## config.mk

```make
export PLATFORM = sky130hd
export DESIGN_NAME = hwpe_stream_source_sequencer_flat
export DESIGN_NICKNAME = d
export VERILOG_FILES = /design/src/rtl/hwpe_stream_source_sequencer_if.sv /design/src/rtl/hwpe_stream_source_sequencer.sv /design/src/flat_wrapper.sv
export SDC_FILE = /design/constraint.sdc
export NUM_CORES = 1
export LEC_CHECK = 0
export CAP_MARGIN = 20
export CORE_ASPECT_RATIO = 1.75
export CORE_MARGIN = 5
export CORE_UTILIZATION = 59
export CTS_CLUSTER_SIZE = 10
export DETAILED_ROUTE_END_ITERATION = 10
export PLACE_DENSITY_LB_ADDON = 0.3
export REMOVE_ABC_BUFFERS = 1
export SYNTH_ARGS = -nofsm -noshare
export SYNTH_HDL_FRONTEND = slang
export SYNTH_SLANG_ARGS = --single-unit
```

## constraint.sdc

```tcl
create_clock -name clk_i -period 5 [get_ports clk_i]
set_clock_uncertainty 0.2 [all_clocks]
set_input_delay 1.25 -clock clk_i [delete_from_list [all_inputs] [get_ports clk_i]]
set_output_delay 1.25 -clock clk_i [all_outputs]
set_load 0.01 [all_outputs]
```

## src/rtl/hwpe_stream_source_sequencer_if.sv

```systemverilog
// Handshake bundles for the source sequencer: descriptor push port and
// the start/done control link towards hwpe_stream_source.
interface hwpe_seq_desc_if #(
    parameter int unsigned ADDR_WIDTH = 32,
    parameter int unsigned SIZE_WIDTH = 16
);
    logic                  valid;
    logic                  ready;
    logic [ADDR_WIDTH-1:0] addr;
    logic [SIZE_WIDTH-1:0] size;

    modport master (output valid, output addr, output size, input ready);
    modport slave  (input valid, input addr, input size, output ready);
endinterface

interface hwpe_seq_src_if #(
    parameter int unsigned ADDR_WIDTH = 32,
    parameter int unsigned SIZE_WIDTH = 16
);
    logic                  req_start;
    logic                  ready_start;
    logic                  done;
    logic [ADDR_WIDTH-1:0] base_addr;
    logic [SIZE_WIDTH-1:0] trans_size;

    modport master (output req_start, output base_addr, output trans_size,
                    input ready_start, input done);
    modport slave  (input req_start, input base_addr, input trans_size,
                    output ready_start, output done);
endinterface

```

## src/rtl/hwpe_stream_source_sequencer.sv

```systemverilog
// Queues (address, size) descriptors and launches them one at a time on
// hwpe_stream_source, counting completed jobs.
module hwpe_stream_source_sequencer #(
    parameter int unsigned NB_DESC    = 4,
    parameter int unsigned ADDR_WIDTH = 32,
    parameter int unsigned SIZE_WIDTH = 16,
    parameter int unsigned CNT_WIDTH  = 8,
    localparam int unsigned PTR_W     = $clog2(NB_DESC),
    localparam int unsigned LVL_W     = $clog2(NB_DESC + 1)
) (
    input  logic                 clk_i,
    input  logic                 rst_ni,
    input  logic                 clear_i,
    input  logic                 enable_i,
    hwpe_seq_desc_if.slave       desc,
    hwpe_seq_src_if.master       src,
    output logic                 job_done_o,
    output logic [CNT_WIDTH-1:0] job_cnt_o,
    output logic [LVL_W-1:0]     fifo_level_o,
    output logic                 busy_o
);

    typedef enum logic [1:0] {
        S_IDLE  = 2'd0,
        S_START = 2'd1,
        S_RUN   = 2'd2
    } state_t;

    state_t                r_state;
    state_t                w_state_next;

    logic [ADDR_WIDTH-1:0] r_mem_addr [NB_DESC];
    logic [SIZE_WIDTH-1:0] r_mem_size [NB_DESC];
    logic [PTR_W-1:0]      r_wr_ptr;
    logic [PTR_W-1:0]      r_rd_ptr;
    logic [LVL_W-1:0]      r_level;

    logic [ADDR_WIDTH-1:0] r_base_addr;
    logic [SIZE_WIDTH-1:0] r_trans_size;
    logic                  r_job_done;
    logic [CNT_WIDTH-1:0]  r_job_cnt;

    logic                  w_push;
    logic                  w_pop;
    logic                  w_load;
    logic                  w_job_done_next;
    logic                  w_fifo_full;
    logic [ADDR_WIDTH-1:0] w_head_addr;
    logic [SIZE_WIDTH-1:0] w_head_size;

    // Ready looks only at the level, so a full FIFO stays closed even in a pop cycle.
    assign w_fifo_full = (r_level == LVL_W'(NB_DESC));
    assign w_push      = desc.valid & ~w_fifo_full;
    assign w_head_addr = r_mem_addr[r_rd_ptr];
    assign w_head_size = r_mem_size[r_rd_ptr];

    // Storage is left unreset: the level and pointers define which entries are valid.
    generate
        for (genvar gi = 0; gi < NB_DESC; gi++) begin : g_entry
            always_ff @(posedge clk_i) begin
                if (w_push && (r_wr_ptr == PTR_W'(gi))) begin
                    r_mem_addr[gi] <= desc.addr;
                    r_mem_size[gi] <= desc.size;
                end
            end
        end
    endgenerate

    always_comb begin
        w_state_next    = r_state;
        w_pop           = 1'b0;
        w_load          = 1'b0;
        w_job_done_next = 1'b0;
        case (r_state)
            S_IDLE: begin
                if ((r_level != '0) && enable_i) begin
                    w_pop = 1'b1;
                    // Zero-length jobs retire immediately without bothering the source.
                    if (w_head_size != '0) begin
                        w_load       = 1'b1;
                        w_state_next = S_START;
                    end else begin
                        w_job_done_next = 1'b1;
                    end
                end
            end
            S_START: begin
                if (src.ready_start) begin
                    w_state_next = S_RUN;
                end
            end
            S_RUN: begin
                if (src.done) begin
                    w_state_next    = S_IDLE;
                    w_job_done_next = 1'b1;
                end
            end
            default: begin
                w_state_next = S_IDLE;
            end
        endcase
    end

    always_ff @(posedge clk_i) begin
        if (!rst_ni || clear_i) begin
            r_state      <= S_IDLE;
            r_wr_ptr     <= '0;
            r_rd_ptr     <= '0;
            r_level      <= '0;
            r_base_addr  <= '0;
            r_trans_size <= '0;
            r_job_done   <= 1'b0;
            r_job_cnt    <= '0;
        end else begin
            r_state    <= w_state_next;
            r_job_done <= w_job_done_next;
            if (w_push) begin
                r_wr_ptr <= r_wr_ptr + 1'b1;
            end
            if (w_pop) begin
                r_rd_ptr <= r_rd_ptr + 1'b1;
            end
            case ({w_push, w_pop})
                2'b10:   r_level <= r_level + 1'b1;
                2'b01:   r_level <= r_level - 1'b1;
                default: r_level <= r_level;
            endcase
            if (w_job_done_next) begin
                r_job_cnt <= r_job_cnt + 1'b1;
            end
            if (w_load) begin
                r_base_addr  <= w_head_addr;
                r_trans_size <= w_head_size;
            end
        end
    end

    assign desc.ready     = ~w_fifo_full;
    assign src.req_start  = (r_state == S_START);
    assign src.base_addr  = r_base_addr;
    assign src.trans_size = r_trans_size;
    assign job_done_o     = r_job_done;
    assign job_cnt_o      = r_job_cnt;
    assign fifo_level_o   = r_level;
    assign busy_o         = (r_state != S_IDLE) || (r_level != '0);

endmodule
```

## src/flat_wrapper.sv

```systemverilog
// flat-port wrapper written by rule: the top's interface ports become plain ports
module hwpe_stream_source_sequencer_flat 
#(
    parameter int unsigned NB_DESC    = 4,
    parameter int unsigned ADDR_WIDTH = 32,
    parameter int unsigned SIZE_WIDTH = 16,
    parameter int unsigned CNT_WIDTH  = 8,
    localparam int unsigned PTR_W     = $clog2(NB_DESC),
    localparam int unsigned LVL_W     = $clog2(NB_DESC + 1)
)
  (clk_i, rst_ni, clear_i, enable_i, job_done_o, job_cnt_o, fifo_level_o, busy_o, desc_valid, desc_addr, desc_size, desc_ready, src_req_start, src_base_addr, src_trans_size, src_ready_start, src_done);
  hwpe_seq_desc_if #(.ADDR_WIDTH(ADDR_WIDTH), .SIZE_WIDTH(SIZE_WIDTH)) desc_i ();
  hwpe_seq_src_if #(.ADDR_WIDTH(ADDR_WIDTH), .SIZE_WIDTH(SIZE_WIDTH)) src_i ();
  input  logic clk_i;
  input  logic rst_ni;
  input  logic clear_i;
  input  logic enable_i;
  output logic job_done_o;
  output logic [CNT_WIDTH-1:0] job_cnt_o;
  output logic [LVL_W-1:0] fifo_level_o;
  output logic busy_o;
  input wire logic [$bits(desc_i.valid)-1:0] desc_valid;
  input wire logic [$bits(desc_i.addr)-1:0] desc_addr;
  input wire logic [$bits(desc_i.size)-1:0] desc_size;
  output wire logic [$bits(desc_i.ready)-1:0] desc_ready;
  output wire logic [$bits(src_i.req_start)-1:0] src_req_start;
  output wire logic [$bits(src_i.base_addr)-1:0] src_base_addr;
  output wire logic [$bits(src_i.trans_size)-1:0] src_trans_size;
  input wire logic [$bits(src_i.ready_start)-1:0] src_ready_start;
  input wire logic [$bits(src_i.done)-1:0] src_done;
  assign desc_i.valid = desc_valid;
  assign desc_i.addr = desc_addr;
  assign desc_i.size = desc_size;
  assign desc_ready = desc_i.ready;
  assign src_req_start = src_i.req_start;
  assign src_base_addr = src_i.base_addr;
  assign src_trans_size = src_i.trans_size;
  assign src_i.ready_start = src_ready_start;
  assign src_i.done = src_done;
  hwpe_stream_source_sequencer #(.NB_DESC(NB_DESC), .ADDR_WIDTH(ADDR_WIDTH), .SIZE_WIDTH(SIZE_WIDTH), .CNT_WIDTH(CNT_WIDTH)) u_core (.clk_i(clk_i), .rst_ni(rst_ni), .clear_i(clear_i), .enable_i(enable_i), .desc(desc_i), .src(src_i), .job_done_o(job_done_o), .job_cnt_o(job_cnt_o), .fifo_level_o(fifo_level_o), .busy_o(busy_o));
endmodule
```

=== Yosys cells after proc, flatten, opt, wreduce, memory -nomap -nowiden ===
Memory sizes are Yosys's and may differ from the RTL's. A register that Yosys moved wholly into a read port is not among the register bits.
Index checks and enable logic that the tools add are counted.

* Flip-flop bits (word level): 34
* Latch bits: 0
* ROM bits: 0
* RAM bits: 192
* Memories kept: 2
* Input bits: 55
* Word-level logic and storage cells: 92
* Output and inout port bits: 63

* Reductions and logical operators: 21
* Multiply operators: 0
* Multiplexer cells: 43
* Shifts and indexed selects: 0
* Add/sub/neg operators: 5
* Equal/unequal tests: 12
* Divide/modulo/power cells: 0
* Bitwise logic cells: 2
* $lt $le $gt $ge: 0

{| class="wikitable"
|+ Memory list
! memory !! words !! width !! rd ports !! clocked after Yosys merged registers in !! wr ports !! RTL line !! source
|-
| u_core.r_mem_addr || 4 || 32 || 1 || 1 || 1 || hwpe_stream_source_sequencer.sv:32 || <nowiki>logic [ADDR_WIDTH-1:0] r_mem_addr [NB_DESC];</nowiki>
|-
| u_core.r_mem_size || 4 || 16 || 1 || 1 || 1 || hwpe_stream_source_sequencer.sv:33 || <nowiki>logic [SIZE_WIDTH-1:0] r_mem_size [NB_DESC];</nowiki>
|}

{| class="wikitable"
|+ Operator list
! kind !! count
|-
| 2-to-1 mux 32 bit || 3
|-
| OR reduction 32 bit || 3
|-
| 2-to-1 mux 16 bit || 3
|-
| OR reduction 16 bit || 3
|-
| 2-to-1 mux 2 bit || 12
|-
| 2-to-1 mux 1 bit || 22
|-
| nonzero test 16 bit || 1
|-
| adder 8 x 1 -> 8 bit, second input constant || 1
|-
| == test 2 bit, second input constant || 4
|-
| == test 2 x 1 -> 1 bit, second input constant || 3
|-
| != test 2 x 1 -> 1 bit, second input constant || 3
|-
| case mux 2 bit (3 select lines) || 1
|-
| case mux 3 bit (2 select lines) || 1
|-
| logical AND 1 bit || 5
|-
| adder 2 x 1 -> 2 bit, second input constant || 2
|-
| logical NOT 2 bit || 2
|-
| AND reduction 4 bit || 1
|-
| nonzero test 2 bit || 2
|-
| adder 3 x 1 -> 3 bit, second input constant || 1
|-
| == test 3 bit, second input constant || 1
|-
| nonzero test 3 bit || 1
|-
| subtractor 3 x 1 -> 3 bit, second input constant || 1
|-
| logical OR 1 bit || 2
|-
| != test 2 bit, second input constant || 1
|-
| other kinds (4) || 4
|}

=== Depth between registers and ports, before layout ===
Gate-level depths: netlist of run 1.

* Depth in word-level cells: 10
* Mapped depth: 10

=== Worst setup path before layout of run 1 ===
Ideal clock, no wire load.

* Path type: input -> register
* Start: input port enable_i
* End: register u_core.r_level[2] (netlist: u_core.fifo_level_o[2])
* Required time: 4.730 ns
* Setup slack: 1.927 ns
* Arrival time: 2.803 ns
* Buffers on the path: 0
* Stages on the path: 8
* Path through: nand3b_1 -> inv_1 -> ha_1 -> inv_1 -> fa_1 -> xor2_1 -> or3_1 -> a21oi_1

* Cells in the longest elaborated chain, start to end: 5

{| class="wikitable"
|+ Ends and longest elaborated chain
! element !! RTL line !! source
|-
| start, declared || flat_wrapper.sv:17 || <nowiki>input logic enable_i;</nowiki>
|-
| logical AND 1 bit * || hwpe_stream_source_sequencer.sv:76 || <nowiki>if ((r_level != '0) && enable_i) begin</nowiki>
|-
| 2-to-1 mux 1 bit * || hwpe_stream_source_sequencer.sv:76 ||
|-
| 2-to-1 mux 1 bit * || hwpe_stream_source_sequencer.sv:74 || <nowiki>case (r_state)</nowiki>
|-
| net u_core.w_pop || hwpe_stream_source_sequencer.sv:44 || <nowiki>logic w_pop;</nowiki>
|-
| == test 2 x 1 -> 1 bit or == test 2 bit (tied branches) || hwpe_stream_source_sequencer.sv:123 || <nowiki>case ({w_push, w_pop})</nowiki>
|-
| case mux 3 bit (2 select lines) or nonzero test 2 bit (tied branches) || n/a ||
|-
| end signal, assigned || hwpe_stream_source_sequencer.sv:124 || <nowiki>2'b10: r_level <= r_level + 1'b1;</nowiki>
|-
| end signal, assigned || hwpe_stream_source_sequencer.sv:125 || <nowiki>2'b01: r_level <= r_level - 1'b1;</nowiki>
|-
| end signal, assigned || hwpe_stream_source_sequencer.sv:126 || <nowiki>default: r_level <= r_level;</nowiki>
|-
| end, declared || hwpe_stream_source_sequencer.sv:36 || <nowiki>logic [LVL_W-1:0] r_level;</nowiki>
|}

Mark *: on every way through the listed nets, which the timed path passes. The rest lies on a longest branch.
A chain may end at the register's enable or synchronous reset.

==> impl_summary.txt, run 1 <==
----------------------------------------------------
[Yosys]
  Cell variety after synth ... 39
  Number of synthesized flops with an enable pin ... 192
  Post-Syn Instances ... 587
  Library cell occupying the most area in the post-synthesis netlist ... edfxtp_1
  Mean cell area of the mapped netlist ... 16.46 um^2
  Async set-or-reset flop fraction in the synthesized netlist ... 0
  Ys Warns ... 0
  Fraction of synthesized cell area taken by the top area cell type ... 0.5967
  Synthesized area ... 9662 um^2
  Synth Area in Simple Gates ... 0.07446
  Post-Synth XOR/XNOR Area ... 0.006346
  Main combinational cell family by area after synthesis ... multiplexers
  Share of the yosys chip area belonging to registers ... 0.7376
  Main area contributors after synthesis ... edfxtp_1 60%, dfxtp_1 14%, mux4_2 11%
  #FFs+latches synth ... 260
  Leading post-synthesis cells by instance count ... 192 x edfxtp_1, 109 x nand2_1, 68 x dfxtp_1
  Most frequently used cell type in the post-synthesis netlist ... edfxtp_1
  Multiplexer area fraction after synthesis ... 0.1119
  Complex-gate fraction of the synthesized area ... 0.03963
  Prevailing post-synth register cell ... edfxtp_1
  Fraction of the mapped netlist area in adder cells ... 0.009842

[Clocking]
  Clk root buf ... clkbuf_16
  Insertion delay to the later sink of the worst-skew pair ... 0.53 ns
  Hold buffer count at cts ... 0
  Number of gates resized after CTS ... 0
  Count of H-tree levels built during CTS ... 1
  Number of clock buffers inserted by TritonCTS ... 29
  CTS clock-pin slew for the worst setup and hold paths ... 0.06 ns
  Number of buffers on the longest clock path ... 3
  CTS tree ... built
  Setup Buffers After CTS ... 0
  Count of clock tree sinks ... 260

[Hold path]
  Type of the tightest min-delay check ... reg2reg

[Global route]
  Global-route usage over all layers ... 0.2061
  Initial antenna violation count ... 1
  Maximum number of pins on one net before global-route repair ... 49
  Via count of the first global-routing pass ... 5856
  Wire length of the first global-routing pass ... 30430 um
  Total grt overflow ... 0

[Finish]
  Area used by sequential logic in the layout ... 7129 um^2
  Final core occ ... 0.7249
  Area grow syn2layout ... 22.22%
  Area taken by multi-input logic gates ... 2349 um^2
  Filler Cells Inserted ... 1027
  Net count, final ... 776
  Fraction of layout cells with a size suffix above 1 ... 0.1386

[Floorplanning]
  Die X-Extent ... 106.7 um
  Initial Utilization ... 0.5931
  Area of the placeable core ... 16290 um^2
  Floorplan die area ... 19140 um^2
  FP Rows ... 62
  Top Ports ... 118
  Height of the chip ... 179.3 um

[Worst setup path]
  Critical path class ... reg2reg
  Master of the slowest instance on the critical path ... dfxtp_1
  Crit path max fanout ... 22
  Worst setup SP type ... register
  Slowest stage delay, CP ... 0.84 ns
  Endpoint kind of the worst setup timing path ... register
  Worst Path Required ... 5.25 ns
  Number of buffer and inverter instances along the worst setup path ... 1
  Chain of cells forming the critical path ... mux4_2, nor4_2, nand4_4, nand2_2, buf_4, nand2_1, a21oi_1
  Data arrival at the endpoint of the critical path ... 3.62 ns
  Reg-to-reg slack, setup ... 1.62 ns
  CP top delay family ... simple AND/OR/NAND/NOR gates

[Routing]
  Per-cell via count in the routed design ... 5.823
  Count of unresolved DRC violations after routing ... 0
  Number of nets with antenna violations after detailed routing ... 0
  Vias after detailed routing ... 5410
  Post-detailed-route wirelength per cell ... 20.84 um
  Drt initial violations ... 307
  Detailed-route wire length ... 19360 um
  Number of optimization iterations in the first detailed-route pass ... 4

[Timing]
  Setup TNS Final ... 0 ns
  Max-slew violations ... 0
  Number of endpoints with negative hold slack in the final report ... 0
  Highest clock rate ... 296.2 MHz
  Worst-margin pin slew ... 1.070 ns
  Post-layout worst setup margin ... 1.624 ns
  RSZ-0062 raised after global routing ... false
  Final worst path period share ... 0.6751
  Setup violations, final ... 0
  Shortest clock period the worst path allows after layout ... 3.376 ns
  Normalized max-slew margin ... 0.2869

[Power]
  Leakage ... 0.003729 uW
  Combinational Power Share ... 0.050
  Power per cell area ... 376.2 nW/um^2
  Clock network power share ... 0.413
  Switching share of power ... 0.1995
  Total power after layout ... 4442 uW
  Maximum ir drop on the vdd rail ... 336.1 uV
  Psw ... 886.0 uW
  Relative contribution of sequential cells to total power ... 0.537
  Internal power summed over all cells ... 3556 uW

[Job]
  Total of max-cap violations ... 0

[Placed design]
  Routability-driven placement congestion ratio ... 0.7611
  Port bufs ... 117
  Worst Setup Slack post-DPL ... 1.272 ns
  Final HPWL DP ... 11730 um

[Status]
  Status ... finished, final reports clean

----------------------------------------------------
metrics by stage:
step	hold WS [ns]	std cells	area [um^2]
6_report	0.2504	929	11810
3_5_place_dp	0.2476	875	10990
2_1_floorplan	0.2692	557	9500
4_1_cts	0.2551	928	11810
3_3_place_gp	0.2435	875	10990
5_1_grt	0.2777	929	11810
cell usage in the layout, fill, tap and decap left out, types with 2 or more instances in the layout:
| cell type | count |
|---|---|
| a21o_1 | 2 |
| a21oi_1 | 55 |
| and2_1 | 2 |
| and3_1 | 2 |
| and3_2 | 4 |
| buf_4 | 9 |
| clkbuf_1 | 24 |
| clkbuf_16 | 29 |
| clkdlybuf4s50_1 | 117 |
| dfxtp_1 | 66 |
| dfxtp_2 | 2 |
| edfxtp_1 | 192 |
| ha_1 | 6 |
| inv_1 | 9 |
| mux4_2 | 48 |
| nand2_1 | 109 |
| nand2b_1 | 2 |
| nand3_1 | 5 |
| nor2_1 | 15 |
| nor2b_1 | 2 |
| nor3_1 | 2 |
| nor4_2 | 3 |
| o21ai_0 | 3 |
| or3_1 | 5 |
| xnor2_1 | 4 |
| xor2_1 | 3 |
worst min-delay path, stage by stage (launching register included):
cell	delay (ns)
dfxtp_1	0.30
nand2_1	0.05
a21oi_1	0.05
per-layer routing:
layer  GRT usage  vias up  wire length, um
met5           0        -                0
met4     0.07093        0              586
met3     0.03856       47             1126
met2      0.3909      188            10870
met1      0.2293     2712             6781
li1            -     2463                -
power by group through the flow:
stage	Clock, uW	Sequential [uW]	Combinational, uW
after CTS	1880	2390	222
after global routing	1970	2390	238
after global placement	0	2430	213
after floorplan	0	2430	101
after detailed placement	0	2430	221
final	1840	2390	220
state kept, by name, summed over array words and instances, names as in the netlist, 2 cells and up, named ones only:
register	flops
u_core.r_state	2
u_core.r_mem_size	64
u_core.r_mem_addr	128
u_core.src.base_addr	32
u_core.job_cnt_o	8
u_core.r_rd_ptr	2
u_core.fifo_level_o	3
u_core.src.trans_size	16
u_core.r_wr_ptr	2
cells by family after synthesis:
logic type | after synthesis
flip-flops | 260
AND/OR/NAND/NOR | 158
AO/OA/AOI/OAI | 68
multiplexers | 48
buffers and inverters | 39
XOR/XNOR | 7
adder cells (fa/ha/maj) | 7
final cells by class:
type	count	share of cell area
Sequential cell	260	0.6037
Multi-Input combinational cell	288	0.1989
Timing Repair Buffer	126	0.1049
Clock buffer	53	0.06908
Tap cell	192	0.02034
Inverter	9	0.002861
Antenna cell	1	0.0002119
final timing paths:
check	end	startpoint	depth (start not counted)
max reg2reg	u_core.src.base_addr[6]	register	7
min reg2reg	u_core.src.trans_size[11]	u_core.src.trans_size[11]	2
max	u_core.src.base_addr[6]	register	7
min	u_core.src.trans_size[11]	u_core.src.trans_size[11]	2
No activity file was read; power rests on OpenSTA's default activity.
==> run 2: changes to the inputs <==
--- a/config.mk
+++ b/config.mk
@@ -8,7 +8,7 @@
 export CAP_MARGIN = 20
 export CORE_ASPECT_RATIO = 1.75
 export CORE_MARGIN = 5
-export CORE_UTILIZATION = 59
+export CORE_UTILIZATION = 50
 export CTS_CLUSTER_SIZE = 10
 export DETAILED_ROUTE_END_ITERATION = 10
 export PLACE_DENSITY_LB_ADDON = 0.3
==> constraint.sdc (replaced) <==
create_clock -name clk_i -period 2.9 [get_ports clk_i]
set_clock_uncertainty 0.2 [all_clocks]
set_input_delay 0.725 -clock clk_i [delete_from_list [all_inputs] [get_ports clk_i]]
set_output_delay 0.725 -clock clk_i [all_outputs]
set_load 0.01 [all_outputs]
==> run 2 against run 1 <==
  * Count of clock-buffer cells in the layout unchanged
  * Wire length is 3.8% higher
  * Cell count up 6.6%
  * Critical path type is now reg2out
  * Largest cell class unchanged
  * Largest power group unchanged
  * Highest routed layer unchanged
==> impl_summary.txt, run 2 (synthesized netlist as in run 1, its figures left out) <==
----------------------------------------------------
[Status]
  Status ... finished, final reports clean

[Placed design]
  Cell total after placement ... 936
  Port bufs ... 117
  Routability-driven placement congestion ratio ... 0.7372
  Final HPWL DP ... 12810 um

[Finish]
  Most common library cell in the layout ignoring fill and taps ... edfxtp_1
  Net count, final ... 788
  Area grow syn2layout ... 24.55%
  Fraction of layout cells with a size suffix above 1 ... 0.1535
  Inserted Diodes ... 0
  Post-route insts no fill ... 990
  Max FFs per register ... 128
  Reg with most FFs ... u_core.r_mem_addr
  Most frequent cells in the layout ... 192 x edfxtp_1, 117 x clkdlybuf4s50_1, 109 x nand2_1

[Worst setup path]
  Crit path max fanout ... 6
  Reg-to-reg slack, setup ... 0.16 ns
  Chain of cells forming the critical path ... nor2b_1, clkdlybuf4s50_1
  Endpoint kind of the worst setup timing path ... primary output
  Worst Path Required ... 1.98 ns
  Critical path class ... reg2out
  CP top delay family ... buffers and inverters
  Master of the slowest instance on the critical path ... clkdlybuf4s50_1
  Slowest stage delay, CP ... 0.59 ns
  Worst setup SP type ... register
  Number of buffer and inverter instances along the worst setup path ... 1
  Data arrival at the endpoint of the critical path ... 1.82 ns

[Power]
  Leakage ... 0.003813 uW
  Maximum ir drop on the vdd rail ... 523.2 uV
  Power per cell area ... 639.9 nW/um^2

[Floorplanning]
  Initial Utilization ... 0.5055
  Top Ports ... 118
  Area of the placeable core ... 19110 um^2
  Floorplan die area ... 22310 um^2
  Die X-Extent ... 115.1 um
  FP Rows ... 67
  Height of the chip ... 193.9 um

[Global route]
  Most utilized layer in the global route result ... met2
  Global-route usage over all layers ... 0.1836
  Initial antenna violation count ... 0
  Total grt overflow ... 0
  Wire length of the first global-routing pass ... 31920 um
  GR Util met3 ... 0.03217
  Met2 usage ... 0.3447
  Via count of the first global-routing pass ... 5885
  Grt met1 use ... 0.2093
  Maximum number of pins on one net before global-route repair ... 39

[Clocking]
  Count of clock tree sinks ... 260
  Insertion delay to the later sink of the worst-skew pair ... 0.53 ns
  CTS clock-pin slew for the worst setup and hold paths ... 0.06 ns
  CTS tree ... built
  Number of clock buffers inserted by TritonCTS ... 29
  Setup Buffers After CTS ... 0
  Number of buffers on the longest clock path ... 3
  Count of H-tree levels built during CTS ... 1
  Clk root buf ... clkbuf_16

[Timing]
  Normalized max-slew margin ... 0.3727
  Worst-margin pin slew ... 0.9409 ns
  Highest clock rate ... 363.7 MHz
  Setup violations, final ... 0
  Number of endpoints with negative hold slack in the final report ... 0
  RSZ-0062 raised after global routing ... false
  Final worst path period share ... 0.9480
  Shortest clock period the worst path allows after layout ... 2.749 ns
  Max-slew violations ... 0
  Setup TNS Final ... 0 ns

[Routing]
  Vias after detailed routing ... 5343
  Post-detailed-route wirelength per cell ... 20.30 um
  Detailed-route wire length ... 20100 um
  Per-cell via count in the routed design ... 5.397
  Count of unresolved DRC violations after routing ... 0
  Number of nets with antenna violations after detailed routing ... 0
  Number of optimization iterations in the first detailed-route pass ... 4
  Drt initial violations ... 277

[Hold path]
  Type of the tightest min-delay check ... reg2reg

[Job]
  Total of max-cap violations ... 0

----------------------------------------------------
run 2: stage by stage:
stage               cell area, um^2    util  hold WS [ns]  setup WS [ns]  power [uW]
finish                        12030  0.6296        0.2542         0.1507        7701
global route                  12030  0.6296        0.2750       0.002613        7988
detailed placement            11190  0.5856        0.2494      -0.006312        4594
global placement              11190  0.5856        0.2430        0.07767        4576
floorplan                      9500       -        0.2692        -0.3579        4368
CTS                           12020  0.6287        0.2572        0.09299        7781
run 2: where the power goes:
| group | internal (uW) | switching, uW | leakage (uW) | total (uW) |
|---|---|---|---|---|
| registers | 4080 | 26.9 | 0.00231 | 4110 |
| clock network | 1870 | 1310 | 0.000390 | 3180 |
| logic | 196 | 210 | 0.00111 | 406 |
run 2: tightest hold or removal path: cells and delay by family (launching register included):
kind	cells	cell delay, ns
DFF	1	0.31
and+or+nand+nor	1	0.05
AOI/OAI and AO/OA	1	0.05
run 2: area by class of cell:
class                           instances  area [um^2]
Clock buffer                           53        815.8
Inverter                                9        33.78
Sequential cell                       260         7129
Clock inverter                          1        8.758
Tap cell                              241        301.5
Fill cell                            1406         7079
Multi-Input combinational cell        288         2366
Timing Repair Buffer                  138         1379
run 2: what timing repair did:
| item | CTS | global route |
|---|---|---|
| setup endpoints to repair | 0 | 31 |
| gates resized for setup | 0 | 2 |
| hold buffers | 0 | 0 |
run 2: final timing paths:
check                                               start                   endpoint  cells past startpoint
worst max-delay path                    u_core.r_state[0]              src_req_start                      2
worst min-delay path            u_core.src.trans_size[10]  u_core.src.trans_size[10]                      2
worst max register to register                   register        u_core.job_cnt_o[3]                      7
worst min register to register  u_core.src.trans_size[10]  u_core.src.trans_size[10]                      2
run 2: metal layers:
metal	vias to the layer above	share of wire
met3	35	0.051
met5	-	0
met2	153	0.57
met1	2668	0.36
li1	2487	-
met4	0	0.021
